==> src/rtl/seg7_pkg.sv <==
// seg7_pkg -- shared constants for the 7-segment scan display.
//   SEG_BLANK   : active-low "all segments off" pattern.
//   SEG_A..G    : bit positions of each segment in the 7-bit pattern {g,f,e,d,c,b,a}.
//   HEX_GLYPHS  : active-low glyphs for nibbles 0..F (A, b, C, d, E, F).
package seg7_pkg;

   localparam int SEG_A = 0;
   localparam int SEG_B = 1;
   localparam int SEG_C = 2;
   localparam int SEG_D = 3;
   localparam int SEG_E = 4;
   localparam int SEG_F = 5;
   localparam int SEG_G = 6;

   localparam logic [6:0] SEG_BLANK = 7'h7F;

   // Index [n] holds the active-low pattern for nibble n.
   localparam logic [15:0][6:0] HEX_GLYPHS = {
      7'h0E,  // F
      7'h06,  // E
      7'h21,  // d
      7'h46,  // C
      7'h03,  // b
      7'h08,  // A
      7'h10,  // 9
      7'h00,  // 8
      7'h78,  // 7
      7'h02,  // 6
      7'h12,  // 5
      7'h19,  // 4
      7'h30,  // 3
      7'h24,  // 2
      7'h79,  // 1
      7'h40   // 0
   };

endpackage

==> src/rtl/seg7_scan_mux_if.sv <==
// seg7_scan_mux_if -- load bus from the value source into the scan mux.
//   load_valid : single-cycle strobe, captures load_data.
//   load_data  : 4*DIGITS bits, nibble i drives digit i.
// Modports: master = value source, slave = display mux.
interface seg7_scan_mux_if #(
   parameter int DIGITS = 4
);
   logic                  load_valid;
   logic [4*DIGITS-1:0]   load_data;

   modport master (output load_valid, output load_data);
   modport slave  (input  load_valid, input  load_data);
endinterface

==> src/rtl/seg7_hex_decode.sv <==
// seg7_hex_decode -- combinational nibble to active-low 7-segment pattern.
//   nib : hex digit in
//   seg : {g,f,e,d,c,b,a}, active-low
module seg7_hex_decode
   import seg7_pkg::*;
(
   input  logic [3:0] nib,
   output logic [6:0] seg
);

   assign seg = HEX_GLYPHS[nib];

endmodule

==> src/rtl/seg7_scan_mux.sv <==
// seg7_scan_mux -- time-multiplexes a DIGITS-digit hex value onto a
// common-anode 7-segment display. Each digit is shown for 2**PRESCALE_W
// cycles, the first BLANK_CYCLES of which have all anodes off. New values
// are staged and only take effect at a frame boundary, so a frame never
// mixes old and new digits.
//
// Ports:
//   clk, rst    : clock, synchronous active-high reset
//   ld          : load bus (slave), last write before a frame boundary wins
//   dp_mask     : decimal point enables, 1 = on, sampled live
//   an          : anode enables, active-low
//   seg         : segments {g,f,e,d,c,b,a}, active-low
//   dp          : decimal point, active-low
//   frame_done  : one-cycle pulse after the last digit's dwell ends
//
// Optional: define SEG7_LEADING_ZERO_BLANK_EN to blank leading zero digits
// (digit 0 is always shown; anode timing and dp are unaffected).
module seg7_scan_mux
   import seg7_pkg::*;
#(
   parameter int PRESCALE_W   = 16,
   parameter int DIGITS       = 4,
   parameter int BLANK_CYCLES = 64
) (
   input  logic               clk,
   input  logic               rst,
   seg7_scan_mux_if.slave     ld,
   input  logic [DIGITS-1:0]  dp_mask,
   output logic [DIGITS-1:0]  an,
   output logic [6:0]         seg,
   output logic               dp,
   output logic               frame_done
);

   localparam int IDX_W = (DIGITS > 1) ? $clog2(DIGITS) : 1;
   localparam logic [IDX_W-1:0] IDX_LAST = IDX_W'(DIGITS - 1);

   logic [PRESCALE_W-1:0]   presc;
   logic [IDX_W-1:0]        idx;
   logic [DIGITS-1:0][3:0]  shadow;
   logic [DIGITS-1:0][3:0]  pending;
   logic                    pend_v;

   logic       wrap;
   logic       frame_end;
   logic       blank;
   logic [6:0] dec_seg;
   logic [6:0] seg_nxt;

   assign wrap      = (presc == {PRESCALE_W{1'b1}});
   assign frame_end = wrap && (idx == IDX_LAST);
   assign blank     = (presc < PRESCALE_W'(BLANK_CYCLES));

   seg7_hex_decode u_dec (
      .nib (shadow[idx]),
      .seg (dec_seg)
   );

`ifdef SEG7_LEADING_ZERO_BLANK_EN
   // A digit is a leading zero when it and every more-significant digit
   // are zero; digit 0 always shows so a zero value reads "0".
   logic upper_zero;

   always_comb begin
      upper_zero = 1'b1;
      for (int i = 0; i < DIGITS; i++) begin
         if ((i >= int'(idx)) && (shadow[i] != 4'h0)) upper_zero = 1'b0;
      end
      seg_nxt = ((idx != '0) && upper_zero) ? SEG_BLANK : dec_seg;
   end
`else
   assign seg_nxt = dec_seg;
`endif

   // Scan counters
   always_ff @(posedge clk) begin
      if (rst) begin
         presc <= '0;
         idx   <= '0;
      end else begin
         presc <= presc + 1'b1;
         if (wrap) idx <= (idx == IDX_LAST) ? '0 : idx + 1'b1;
      end
   end

   // Value staging: a load landing on the boundary cycle goes straight to
   // shadow, otherwise it waits in pending until the next boundary.
   always_ff @(posedge clk) begin
      if (rst) begin
         shadow  <= '0;
         pending <= '0;
         pend_v  <= 1'b0;
      end else begin
         if (ld.load_valid) pending <= ld.load_data;
         if (frame_end) begin
            if (ld.load_valid) shadow <= ld.load_data;
            else if (pend_v)   shadow <= pending;
            pend_v <= 1'b0;
         end else if (ld.load_valid) begin
            pend_v <= 1'b1;
         end
      end
   end

   // Registered outputs, one cycle behind the scan state
   always_ff @(posedge clk) begin
      if (rst) begin
         an         <= '1;
         seg        <= SEG_BLANK;
         dp         <= 1'b1;
         frame_done <= 1'b0;
      end else begin
         frame_done <= frame_end;
         if (blank) begin
            an  <= '1;
            seg <= SEG_BLANK;
            dp  <= 1'b1;
         end else begin
            an  <= ~(DIGITS'(1) << idx);
            seg <= seg_nxt;
            dp  <= ~dp_mask[idx];
         end
      end
   end

endmodule
==> src/flat_wrapper.sv <==
// flat-port wrapper written by rule: the top's interface ports become plain ports
module seg7_scan_mux_flat import seg7_pkg::*;
#(
   parameter int PRESCALE_W   = 16,
   parameter int DIGITS       = 4,
   parameter int BLANK_CYCLES = 64
)
  (clk, rst, dp_mask, an, seg, dp, frame_done, ld_load_valid, ld_load_data);
  seg7_scan_mux_if #(.DIGITS(DIGITS)) ld_i ();
  input  logic clk;
  input  logic rst;
  input  logic [DIGITS-1:0] dp_mask;
  output logic [DIGITS-1:0] an;
  output logic [6:0] seg;
  output logic dp;
  output logic frame_done;
  input wire logic [$bits(ld_i.load_valid)-1:0] ld_load_valid;
  input wire logic [$bits(ld_i.load_data)-1:0] ld_load_data;
  assign ld_i.load_valid = ld_load_valid;
  assign ld_i.load_data = ld_load_data;
  seg7_scan_mux #(.PRESCALE_W(PRESCALE_W), .DIGITS(DIGITS), .BLANK_CYCLES(BLANK_CYCLES)) u_core (.clk(clk), .rst(rst), .ld(ld_i), .dp_mask(dp_mask), .an(an), .seg(seg), .dp(dp), .frame_done(frame_done));
endmodule
==> config.mk <==
export PLATFORM = sky130hd
export DESIGN_NAME = seg7_scan_mux_flat
export DESIGN_NICKNAME = d
export VERILOG_FILES = /design/src/rtl/seg7_pkg.sv /design/src/rtl/seg7_scan_mux_if.sv /design/src/rtl/seg7_hex_decode.sv /design/src/rtl/seg7_scan_mux.sv /design/src/flat_wrapper.sv
export SDC_FILE = /design/constraint.sdc
export NUM_CORES = 1
export LEC_CHECK = 0
export CORE_ASPECT_RATIO = 1.5
export CORE_MARGIN = 2
export CORE_UTILIZATION = 50
export DETAILED_ROUTE_END_ITERATION = 16
export PLACE_DENSITY = 0.71
export RECOVER_POWER = 100
export SETUP_SLACK_MARGIN = 0.1
export SKIP_CTS_REPAIR_TIMING = 1
export SLEW_MARGIN = 20
export SYNTH_ARGS = -nofsm -noshare
export SYNTH_HDL_FRONTEND = slang
export SYNTH_SLANG_ARGS = --single-unit
==> constraint.sdc <==
create_clock -name clk -period 5.1 [get_ports clk]
set_input_delay 1.02 -clock clk [delete_from_list [all_inputs] [get_ports clk]]
set_output_delay 1.02 -clock clk [all_outputs]
set_load 0.005 [all_outputs]
# Word-level counts from Yosys, hierarchy flattened
# Memory sizes are Yosys's and may differ from the RTL's. A register that Yosys moved wholly into a read port is not among the register bits.
# Cells that the tools add are included.
# word_totals
romBits	112
mem_count	1
register_bits	57
in_bits	23
word_cells	36
# memory_table
memory	words	word_bits	rd	rd_clocked_by_memory_dff	wr	line_no	source
(no name shown)	16	7	1	1	0	seg7_hex_decode.sv:11	assign seg = HEX_GLYPHS[nib];
# classes
mux	7
n_reduce_logical	5
bitwise	2
n_shift	1
magnitude_cmp	2
eq_ne	2
n_addsub	2
# op_table
cell	count
two-way mux 16 bit	2
adder 16 x 1 -> 16 bit (second input constant)	1
== test 16 bit (second input constant)	1
< comparator 16 x 7 -> 1 bit (second input constant)	1
binary-select mux 4 bit (select 2 bit)	1
two-way mux 4 bit	1
inverter 4 bit	1
OR reduction 2 bit	2
<< shifter 1 x 2 -> 4 bit (first input constant)	1
< comparator 2 x 3 -> 1 bit (second input constant)	1
adder 2 x 1 -> 2 bit (second input constant)	1
binary-select mux 1 bit (select 2 bit)	1
== test 2 bit (second input constant)	1
two-way mux 2 bit	1
AND reduction 2 bit	1
nonzero test 2 bit	1
logical AND 1 bit	1
two-way mux 1 bit	1
inverter 1 bit	1

# Depth between registers and ports, before layout
# depth
word_depth	3
depth_mapped	7
mapped_depth_nobuf	6

# Modules after synthesis
# A second synthesis with hierarchy kept.
# unflattened
hier_cells	275
area_unflattened_um2	2875.3
# by_module_without_submodules
mod	seq_area_each_um2	area_per_inst_um2	cells_per_inst	n_inst
seg7_scan_mux	1281.2	2601.2	242	1
seg7_hex_decode	0.0	274.0	33	1

# Least setup slack after synthesis
# Ideal clock, no wire load.
# synth_timing
path_kind	input port to flip-flop
start	in ld_load_valid
end	reg u_core.shadow[0] (netlist bit)
t_required_ns	4.979
n_path_buf	3
setup_slack_ns	2.766
setup_time_ns	0.121
arrival_ns	2.212
path_stages	6
path_cell_list	clkbuf_1 > nor2_1 > and3b_1 > buf_6 > buf_12 > mux2_4
# synth_between
elab_chain_len	2
# synth_lines
element	line_no	source
start: declaration	flat_wrapper.sv:17	input wire logic [$bits(ld_i.load_valid)-1:0] ld_load_valid;
nonzero test 2 bit (no source line)	-	
AND reduction 2 bit (no source line)	-	
end signal: assignment	seg7_scan_mux.sv:96	if (ld.load_valid) shadow <= ld.load_data;
end signal: assignment	seg7_scan_mux.sv:97	else if (pend_v) shadow <= pending;
end: declaration	seg7_scan_mux.sv:40	logic [DIGITS-1:0][3:0] shadow;
# Parallel ways exist; a longest one is shown, timed or not.
# A chain may end at the register's enable or synchronous reset.

==> results.yml <==
status:
  status: "finished, violations left"
  violations: "capacitance limit, slew limit"
timing:
  clock_skew_ns: 0.00555
  setup-violations-final: 0
  rsz0062_at_grt: "false"
  setup_slack_ns: 2.11
  tightest_slew_ns: 2.24
  slew_violations: 55
  hold_slack_ns: 0.472
  relSlewSlack: -0.490
  max_freq_mhz: 334
  fin_crit_sh: 0.587
  setup_tns_ns: 0
  finalHoldViolCount: 0
  period_minus_slack_ns: 2.99
routing:
  wl_per_cell_um: 13.9
  ant_nets: 0
  dr.pass1.iters: 4
  wl_met3_um: 153
  wirelength_um: 5320
  vias: 2010
  drc_errors: 0
  met2_length_um: 2830
  met1_length_um: 2140
  routed_via_density: 5.23
  dr.first_iter.drc_count: 82
  top_layer: "met4"
floorplanning:
  core-area_um2: 5700
  rows: 34
  io_pins: 36
  die_h_um: 97.3
  start_util: 0.509
  die_w_um: 66.2
  die_area_um2: 6450
synth:
  yosysTopAreaCell: "dfxtp_1"
  synth_cells: 272
  ys_top_cells_by_count: "64 x dfxtp_1, 40 x nor2_1, 24 x mux2i_1, 18 x nor2b_1"
  synth_xor_area_frac: 0.0392
  yosysMostFrequentCell: "dfxtp_1"
  yosysWarnings: 0
  synthSimpleGateAreaFrac: 0.182
  yosysSeqAreaShare: 0.441
  syn-num-nets: 306
  synth_mux_area_frac: 0.200
  synth_compound_area_frac: 0.0547
  synth_top_family_by_area: "multiplexers"
  synth_ff_type: "dfxtp_1"
  synth-edff-count: 0
  synth_fa_ha_area_frac: 0.0474
  synthArstFlopShare: 0
  avgSynthCellArea_um2: 10.7
  ys_ff_latch: 64
  yosys.area.top_type_share: 0.441
  syn_area_um2: 2900
  synth_area_leaders: "dfxtp_1 44%, mux2i_1 8.3%, mux2_4 5.2%"
  synth_cell_types: 36
clock_network:
  cts.path.max_buffers: 2
  h-tree-depth: 3
  clock_sinks: 64
  cts_tree: "built"
  clkLatencyLatePin_ns: 0.35
  clkSlewWorstSetupHoldPaths_ns: 0.07
  ctsRootBufferMaster: "clkbuf_8"
  numCtsBuffers: 9
setup_path:
  r2r_start: "u_core.idx[0]"
  cp_max_fo: 54
  startpoint_type: "primary input"
  crit_arrival_ns: 3.22
  cp.required_ns: 5.33
  endpoint_kind: "flip-flop"
  critPathKind: "primary input to flip-flop"
  cp-startpoint: "rst"
global_route:
  grt_start_max_net_pins: 55
  grt.total_usage: 0.193
  grt_pass1_wl_um: 9490
  antenna_found_initial: 0
  grt_pass1_vias: 2105
  grt_overflow: 0
pwr:
  p_leak_uw: 0.00131
  finalPower_uw: 1030
  ir_drop_mv: 0.306
  pwr_density_cell_nw_per_um2: 299
run:
  max_cap_violations: 1
finish:
  n_antenna_cell: 0
  area_growth_syn_to_layout_pct: 18.7
  nets: 341
  drive_above_1_share: 0.112
min_path:
  min_from: "u_core.presc[0]"
  hold_path_class: "flip-flop to flip-flop"
place:
  port_buffers: 35
  gp_congestion: 0.830
  hpwl_um: 3750
  pre_cts_slack_ns: 1.83
==> critical path: stages <==
cell and delay (ns):
clkbuf_1 1.56, nor2_1 0.21, mux2_1 0.41
==> metrics by stage <==
| stage | cells | area [um2] | utilization |
|---|---|---|---|
| after floorplan | 272 | 2900 | - |
| after CTS | 384 | 3490 | 0.612 |
| after global placement | 368 | 3280 | 0.575 |
| after detailed placement | 368 | 3280 | 0.575 |
| final | 384 | 3450 | 0.605 |
| after global routing | 384 | 3450 | 0.605 |
==> flip-flops by register name (all words and copies together), names as in the netlist <==
name	cells
u_core.an	4
u_core.presc	16
u_core.pending	16
u_core.idx	2
u_core.frame_done	1
u_core.seg	7
u_core.pend_v	1
u_core.dp	1
u_core.shadow	16
==> where the power goes <==
part           switching (uW)  total [uW]  internal (uW)  leakage (uW)
combinational            20.6        46.1           25.5      0.000680
clock                     196         469            273      0.000110
sequential               4.43         514            510      0.000520
total                     221        1030            808       0.00131
==> area by class of cell <==
cell class | instances | area [um2]
Sequential cell | 64 | 1280
Clock buffer | 10 | 128
Multi-Input combinational cell | 188 | 1480
Clock inverter | 6 | 83.8
Tap cell | 72 | 90.1
Inverter | 8 | 30.0
Timing Repair Buffer | 36 | 352
Fill cell | 520 | 2250
==> metal layers <==
layer,vias up,GRT usage
met1,934,0.206
met4,0,0.122
li1,1019,-
met5,-,0
met3,20,0.0452
met2,37,0.328
==> final timing paths <==
check / endpoint / slack, ns / cells after the start
worst max-delay path: u_core.shadow[4] / 2.11 / 3
worst min-delay path: u_core.presc[0] / 0.47 / 1
worst max register to register: u_core.seg[0] / 2.57 / 5
worst min register to register: u_core.presc[0] / 0.47 / 1
==> layout by cell type, fill, tap and decap left out, types with 5 or more instances in the layout <==
cell,synthesis,routed
dfxtp_1,64,64
nor2_1,40,40
mux2i_1,24,24
clkdlybuf4s50_1,0,21
nor2b_1,18,18
dlygate4sd3_1,0,13
nand2_1,11,11
ha_1,11,11
mux2_1,0,10
xnor2_1,9,9
clkbuf_8,0,9
inv_1,8,8
mux2_2,7,7
o21ai_0,6,6
mux4_2,5,5
nand3_1,5,5
nor4_1,5,5
nor3_1,5,5
==> logic make-up (layout without fill, tap and decap cells) <==
| family | Yosys count | in the layout |
|---|---|---|
| AO/OA/AOI/OAI | 23 | 23 |
| buffers and inverters | 20 | 60 |
| flip-flops | 64 | 64 |
| multiplexers | 46 | 46 |
| AND/OR/NAND/NOR | 95 | 95 |
| adder cells (fa/ha/maj) | 11 | 11 |
| XOR/XNOR | 13 | 13 |
Power figures use the tool's default switching activity.
